===== src/rtl/fp_add_operand_issue.sv =====
// rtl/fp_add_operand_issue.sv - FP32 adder issue stage: operand FIFO, sign handling,
// exponent-ordered swap and a registered output pair with per-pair flags.
module fp_add_operand_issue #(
    parameter int DEPTH = 4,
    parameter int CNT_W = 16
) (
    input  logic             clk,
    input  logic             rst,
    input  logic             in_valid,
    output logic             in_ready,
    input  logic [31:0]      in_a,
    input  logic [31:0]      in_b,
    input  logic             in_sub,
    output logic             out_valid,
    input  logic             out_ready,
    output logic [31:0]      out_a,
    output logic [31:0]      out_b,
    output logic             out_swapped,
    output logic             out_special,
    output logic             out_b_zero,
    output logic [CNT_W-1:0] issue_count
);
    localparam int AW = (DEPTH > 1) ? $clog2(DEPTH) : 1;
    localparam logic [AW:0] FULL = (AW + 1)'(DEPTH);

    logic [63:0]   mem [DEPTH];
    logic [AW-1:0] wr_ptr;
    logic [AW-1:0] rd_ptr;
    logic [AW:0]   occ;
    logic          push;
    logic          load;
    logic [31:0]   head_a;
    logic [31:0]   head_b;
    logic [31:0]   nxt_a;
    logic [31:0]   nxt_b;
    logic          nxt_swapped;
    logic          nxt_special;

    // Full blocks the push even if the head pops this cycle.
    assign in_ready = !rst && (occ < FULL);
    assign push     = in_valid && in_ready;
    assign load     = (occ != '0) && (!out_valid || out_ready);

    assign head_a = mem[rd_ptr][63:32];
    assign head_b = mem[rd_ptr][31:0];

    always_comb begin
        nxt_a       = head_a;
        nxt_b       = head_b;
        nxt_swapped = 1'b0;
        if (head_a[30:23] < head_b[30:23]) begin
            nxt_a       = head_b;
            nxt_b       = head_a;
            nxt_swapped = 1'b1;
        end
        nxt_special = (head_a[30:23] == 8'hFF) || (head_b[30:23] == 8'hFF);
    end

    // Subtraction is folded into B's sign at push time so in_sub is never stored.
    always_ff @(posedge clk) begin
        if (push) begin
            mem[wr_ptr] <= {in_a, in_b[31] ^ in_sub, in_b[30:0]};
        end
    end

    always_ff @(posedge clk or posedge rst) begin
        if (rst) begin
            wr_ptr      <= '0;
            rd_ptr      <= '0;
            occ         <= '0;
            out_valid   <= 1'b0;
            out_a       <= '0;
            out_b       <= '0;
            out_swapped <= 1'b0;
            out_special <= 1'b0;
            out_b_zero  <= 1'b0;
            issue_count <= '0;
        end else begin
            if (push) begin
                wr_ptr <= wr_ptr + AW'(1);
            end
            if (load) begin
                rd_ptr <= rd_ptr + AW'(1);
            end
            case ({push, load})
                2'b10:   occ <= occ + (AW + 1)'(1);
                2'b01:   occ <= occ - (AW + 1)'(1);
                default: occ <= occ;
            endcase

            if (load) begin
                out_valid   <= 1'b1;
                out_a       <= nxt_a;
                out_b       <= nxt_b;
                out_swapped <= nxt_swapped;
                out_special <= nxt_special;
                out_b_zero  <= (nxt_b[30:0] == 31'd0);
            end else if (out_valid && out_ready) begin
                out_valid <= 1'b0;
            end

            if (out_valid && out_ready) begin
                issue_count <= issue_count + CNT_W'(1);
            end
        end
    end
endmodule

===== config.mk =====
export PLATFORM = sky130hd
export DESIGN_NAME = fp_add_operand_issue
export DESIGN_NICKNAME = d
export VERILOG_FILES = /design/src/rtl/fp_add_operand_issue.sv
export SDC_FILE = /design/constraint.sdc
export NUM_CORES = 1
export LEC_CHECK = 0
export ABC_CLOCK_PERIOD_IN_PS = 3080
export BUFFER_PORTS_ARGS = -buffer_cell sky130_fd_sc_hd__buf_2
export CAP_MARGIN = 20
export CORE_MARGIN = 3
export CORE_UTILIZATION = 48
export CTS_BUF_LIST = sky130_fd_sc_hd__clkbuf_16
export CTS_CLUSTER_DIAMETER = 80
export DETAILED_ROUTE_END_ITERATION = 10
export HOLD_SLACK_MARGIN = 0.05
export PLACE_DENSITY = 0.71
export SLEW_MARGIN = 25
export SYNTH_ARGS = -nofsm -noshare
export SYNTH_HDL_FRONTEND = slang
export SYNTH_SLANG_ARGS = --single-unit

===== constraint.sdc =====
create_clock -name clk -period 3.08 [get_ports clk]
set_clock_uncertainty 0.1 [all_clocks]
set_input_delay 0 -clock clk [delete_from_list [all_inputs] [get_ports clk]]
set_output_delay 0 -clock clk [all_outputs]
set_load 0.05 [all_outputs]

After elaboration in Yosys (flattened, before gate mapping) --
Memory sizes are Yosys's and may differ from the RTL's. Index checks and enable logic that the tools add are counted.
Storage, ports and cells: memories 1, flip-flop bits (word level) 91, input bits 69, bits in writable memories 256
Memory list:
- mem | words 4, bits a word 64, rd ports 1, clocked after Yosys merged registers in 0, wr ports 1, line 26 | logic [63:0] mem [DEPTH];
Operators by class: order comparisons 2, bitwise operators 1, multiplexer cells 8, reductions and logical operators 12, equality and inequality tests 4, add/sub/neg operators 5
Operators by type and width (count):
- 32-bit 2-to-1 mux | 2
- 31-bit logical NOT | 1
- 16-bit by 1-bit adder with 16-bit output, second input constant | 1
- 8-bit == test, second input constant | 2
- 8-bit less-than comparator | 1
- 3-bit case mux with 2 select lines | 1
- 1-bit 2-to-1 mux | 5
- 2-bit by 1-bit adder with 2-bit output, second input constant | 2
- 1-bit logical AND | 4
- 2-bit nonzero test | 2
- 3-bit by 1-bit adder with 3-bit output, second input constant | 1
- 3-bit less-than comparator, second input constant | 1
- 3-bit nonzero test | 1
- 3-bit by 1-bit subtractor with 3-bit output, second input constant | 1
- 2-bit by 1-bit == test with 1-bit output, second input constant | 1
- 2-bit == test, second input constant | 1
- 1-bit logical NOT | 2
- 1-bit logical OR | 2
- 1-bit XOR | 1

Depth between registers and ports, before layout --
depth in word-level cells 5, depth in mapped cells 12, gate-level depth less buffers 9

Worst setup path after synthesis --
No wires, ideal clock.
path kind flip-flop to flip-flop, from reg occ[2], to mem mem[0][0], enable pin, cell stages (with the launch flop) 3, arrival 2.846 ns, setup time 0.429 ns, period minus slack after synthesis 3.375 ns, slack -0.295 ns, required time 2.551 ns, buffers on the path 0, cells stage by stage dfrtp_1 nor2_1 and3_1
On the way: cells in the longest elaborated chain, start to end 5
Ends and longest elaborated chain:
- from (decl) | line 29 | logic [AW:0] occ;
- from (signal assigned) | line 86 | 2'b10: occ <= occ + (AW + 1)'(1);
- from (signal assigned) | line 87 | 2'b01: occ <= occ - (AW + 1)'(1);
- 3-bit less-than comparator | line 40 | assign in_ready = !rst && (occ < FULL);
- 1-bit logical AND | line 40
- named net in_ready | line 10 | output logic in_ready,
- 1-bit logical AND | line 41 | assign push = in_valid && in_ready;
- 1-bit 2-to-1 mux | line 61 | if (push) begin
- 1-bit 2-to-1 mux (not written as such) | line 62 | mem[wr_ptr] <= {in_a, in_b[31] ^ in_sub, in_b[30:0]};
- to (decl) | line 26
The timed path passes the listed nets, and every way through them passes these cells.

Worst setup path after layout --
from reg rd_ptr[0], to reg out_b_zero
On the way: cells in the longest elaborated chain, start to end 4
Ends and longest elaborated chain:
- from (decl) | line 28 | logic [AW-1:0] rd_ptr;
- from (signal assigned) | line 83 | rd_ptr <= rd_ptr + AW'(1);
- memory 4 x 64 bit *
- 8-bit less-than comparator | line 51 | if (head_a[30:23] < head_b[30:23]) begin
- 32-bit 2-to-1 mux * | line 51
- 31-bit logical NOT * | line 97 | out_b_zero <= (nxt_b[30:0] == 31'd0);
- to (signal assigned) | line 97
- to (decl) | line 20 | output logic out_b_zero,
Every way passes the cells marked *; elsewhere a longest branch is shown, timed or not. A chain may end at the register's enable or synchronous reset.

==> out/results.ini <==
[status]
status = finished clean

[die]
fp.dieH_um = 176
start_util_pct = 49.5
die_width_um = 176
rows = 61
die_area_mm2 = 0.0311
coreArea_mm2 = 0.0282
io_pins = 154

[finish]
final_layout_size_suffix_gt1_share_pct = 27.8
postLayoutCellArea_mm2 = 0.0173
syn_to_final_growth_pct = 24.3
final_core_util_pct = 61.5
stdcell_count = 1514
nets = 1190

[yosys]
synth_top_family_by_area = multiplexers
synth_compound_area_share_pct = 6.01
synth_fp_nets = 944
synth_area_leaders = edfxtp_1, dfrtp_1, mux4_2
synthXorXnorAreaFrac_pct = 1.38
synthSimpleGateAreaFrac_pct = 6.67
synth_top_area_share_pct = 55.2
yosysWarnings = 0
synth.area.mux_share_pct = 10.8
syn_area_per_cell_um2 = 16.2
synth_cells = 861
synthAdderAreaFrac_pct = 1.31
synth_top_area_cell = edfxtp_1
ys_seq_area_share_pct = 71.5
ys_seq_elements = 347
ys_types = 42
mappedNetlistArea_mm2 = 0.0139

[setup_path]
regToRegSetupSlack_ns = 0.02
cp_data_required_time_ns = 3.44
crit_start = rd_ptr[0]$_DFFE_PP0P_
worstSetupPathType = reg -> reg
path_delay_family = compound AO/OA/AOI/OAI gates
path_cells = buf_12, mux4_2, ha_1, a21o_1, a21oi_1, o211ai_1, buf_12, a2111oi_2, a221o_1
startpoint_type = flip-flop
max_stage_delay_ns = 0.57
worst-path-stages = 9
cp_max_fo = 20
path_buf_inv = 2
reg2reg_from = rd_ptr[0]$_DFFE_PP0P_
r2r-end = out_b_zero$_DFFE_PP0P_
endpoint_kind = flip-flop
cp_data_arrival_time_ns = 3.42
slowest_stage = mux4_2
critPathMostFrequentCell = buf_12
crit_path_end = out_b_zero$_DFFE_PP0P_
worstRegToRegCells = 9

[global_route]
first_global_vias = 8619
grt.total_usage_pct = 20.5
grt_most_used_layer = met2
grt-ovfl-total = 0
antenna_found_initial = 3
grt_use_met1_pct = 30.8
grt_pass1_wl_um = 49500
grt_max_degree = 65
use_met3_pct = 4.04
use_met2_pct = 30.9

[routing]
antenna_left = 0
wl_per_cell_um = 21.2
wl_um = 32100
drc_errors = 0
drt_iter0_markers = 1013
avgViaCountPerCell = 5.79
vias = 8769
first_pass_iters = 5

[placement]
place_area_mm2 = 0.0154
hpwlAfterDp_um = 20800
gp_congestion = 0.833
dp.cells = 1370
port_buffers = 153

[job]
maxCapViolations = 0

[sta]
fin_crit_sh_pct = 99.4
slew_headroom_pct = 57.2
max_freq_mhz = 327
fin_crit_ns = 3.06
rsz0062_at_grt = yes
slew_violations = 0
setup_viol = 0
finalHoldViolations = 0
worstMarginPinSlew_ns = 0.641
holdWs_ns = 0.0370

[cts]
numCtsBuffers = 37
htreeDepth = 2
cts_root_buf = clkbuf_16
cts_tree = done
clkLatencyLatePin_ns = 0.53
cts.path.max_buffers = 3
cts_sinks = 347
path_clk_slew_ns = 0.06

[power]
vdd_ir_drop_max_mv = 0.852
powerDensity_mw_per_mm2 = 1170
p_leak_uw = 0.00634

[worst_hold_path]
min_path_type = in -> async

-- sequential cells by signal (all words and copies together) (netlist names), 2 cells and up --
register	count
issue_count	16
mem	256
occ	3
out_a	32
out_b	32
rd_ptr	2
wr_ptr	2
-- tightest hold or removal path: stages --
cell           delay (ns)
dlygate4sd3_1        0.53
buf_2                0.14
inv_4                0.46
-- kinds of logic after synthesis --
family                   count (synthesis)
AO/OA/AOI/OAI                          143
XOR/XNOR                                22
adder cells (fa/ha/maj)                 14
buffers and inverters                   73
flip-flops                             347
multiplexers                            66
AND/OR/NAND/NOR                        196
-- synthesized netlist by cell type, drive strengths merged --
cell type	instances
nand4	11
or4	2
o211a	1
mux2	1
o22ai	1
nor2b	1
edfxtp	256
a2111oi	1
xor2	6
mux2i	1
a211oi	1
and2	2
xnor2	16
clkbuf	39
nor2	73
ha	13
nand3	70
nor3	1
nor4	14
o211ai	1
dfrtp	91
fa	1
a211o	1
nand4b	1
a31oi	64
clkinv	1
nand2	14
o21ai	67
inv	15
o22a	1
and4	2
a21oi	1
a221o	1
a21o	3
and3	5
buf	18
mux4	64
-- routing by layer --
layer | vias up | part of all wire [%]
met5 | - | 0.022
met4 | 2 | 2.0
met3 | 56 | 8.1
met2 | 399 | 46
met1 | 4419 | 44
li1 | 3893 | -
-- worst min-delay path by stage --
stage | end | from | slack (ns)
2_1_floorplan | mem[0][0]$_DFFE_PP_ | in_b[0] | -0.001
3_3_place_gp | wr_ptr[0]$_DFFE_PP0P_ | rst | 0.03
3_5_place_dp | wr_ptr[1]$_DFFE_PP0P_ | rst | 0.06
4_1_cts | out_a[21]$_DFFE_PP0P_ | rst | 0.06
5_1_grt | out_swapped$_DFFE_PP0P_ | rst | 0.11
6_report | wr_ptr[1]$_DFFE_PP0P_ | rst | 0.04
-- report_power, final --
group          total, µW  switching (µW)  internal [µW]  leakage [µW]
Combinational       9710            6300           3410       0.00237
Clock               4170            1720           2450      0.000590
Sequential          6420             537           5890       0.00337
Total              20300            8560          11700       0.00634
-- layout by cell type (no fill, tap or decap), types with 2 or more instances in the layout --
| cell | count |
|---|---|
| mux4_1 | 10 |
| clkbuf_16 | 38 |
| bufinv_16 | 3 |
| nand2_1 | 14 |
| nand3_1 | 70 |
| nor2_1 | 73 |
| buf_2 | 153 |
| xnor2_1 | 16 |
| inv_4 | 2 |
| and4_1 | 2 |
| and2_1 | 2 |
| inv_1 | 20 |
| diode_2 | 2 |
| or4_1 | 2 |
| buf_12 | 15 |
| buf_4 | 26 |
| dlygate4sd3_1 | 68 |
| xor2_1 | 6 |
| nor4_1 | 14 |
| edfxtp_1 | 256 |
| a31oi_1 | 64 |
| clkinv_8 | 2 |
| clkinv_1 | 9 |
| clkinv_2 | 6 |
| ha_1 | 13 |
| a21o_1 | 3 |
| and3_2 | 4 |
| mux4_2 | 54 |
| dfrtp_1 | 89 |
| nand4_1 | 11 |
| o21ai_0 | 67 |
-- through the flow --
step	total power, µW	worst slack, ns	setup TNS, ns
5_1_grt	21300	-0.0657	-0.335
4_1_cts	20000	0.0400	0
3_5_place_dp	15800	0.0597	0
3_3_place_gp	15600	0.122	0
6_report	20300	0.0190	0
2_1_floorplan	12900	-0.0372	-1.49
-- layout make-up --
cell class	instances	area, µm²
tap	378	473
clock buffer	37	926
multi-input combinational	441	3670
clock inverter	29	234
antenna	2	5.00
fill	2022	10800
inverter	16	65.1
sequential	347	9970
timing repair buffer	264	1980
-- timing repair --
action | 4_1_cts | 5_1_grt
hold buffers | 68 | 0
endpoints found under the hold margin | 339 | 0
gates resized for setup | 0 | 4
setup endpoints to repair | 0 | 57
setup buffers | 0 | 7
Power figures use the tool's default switching activity.
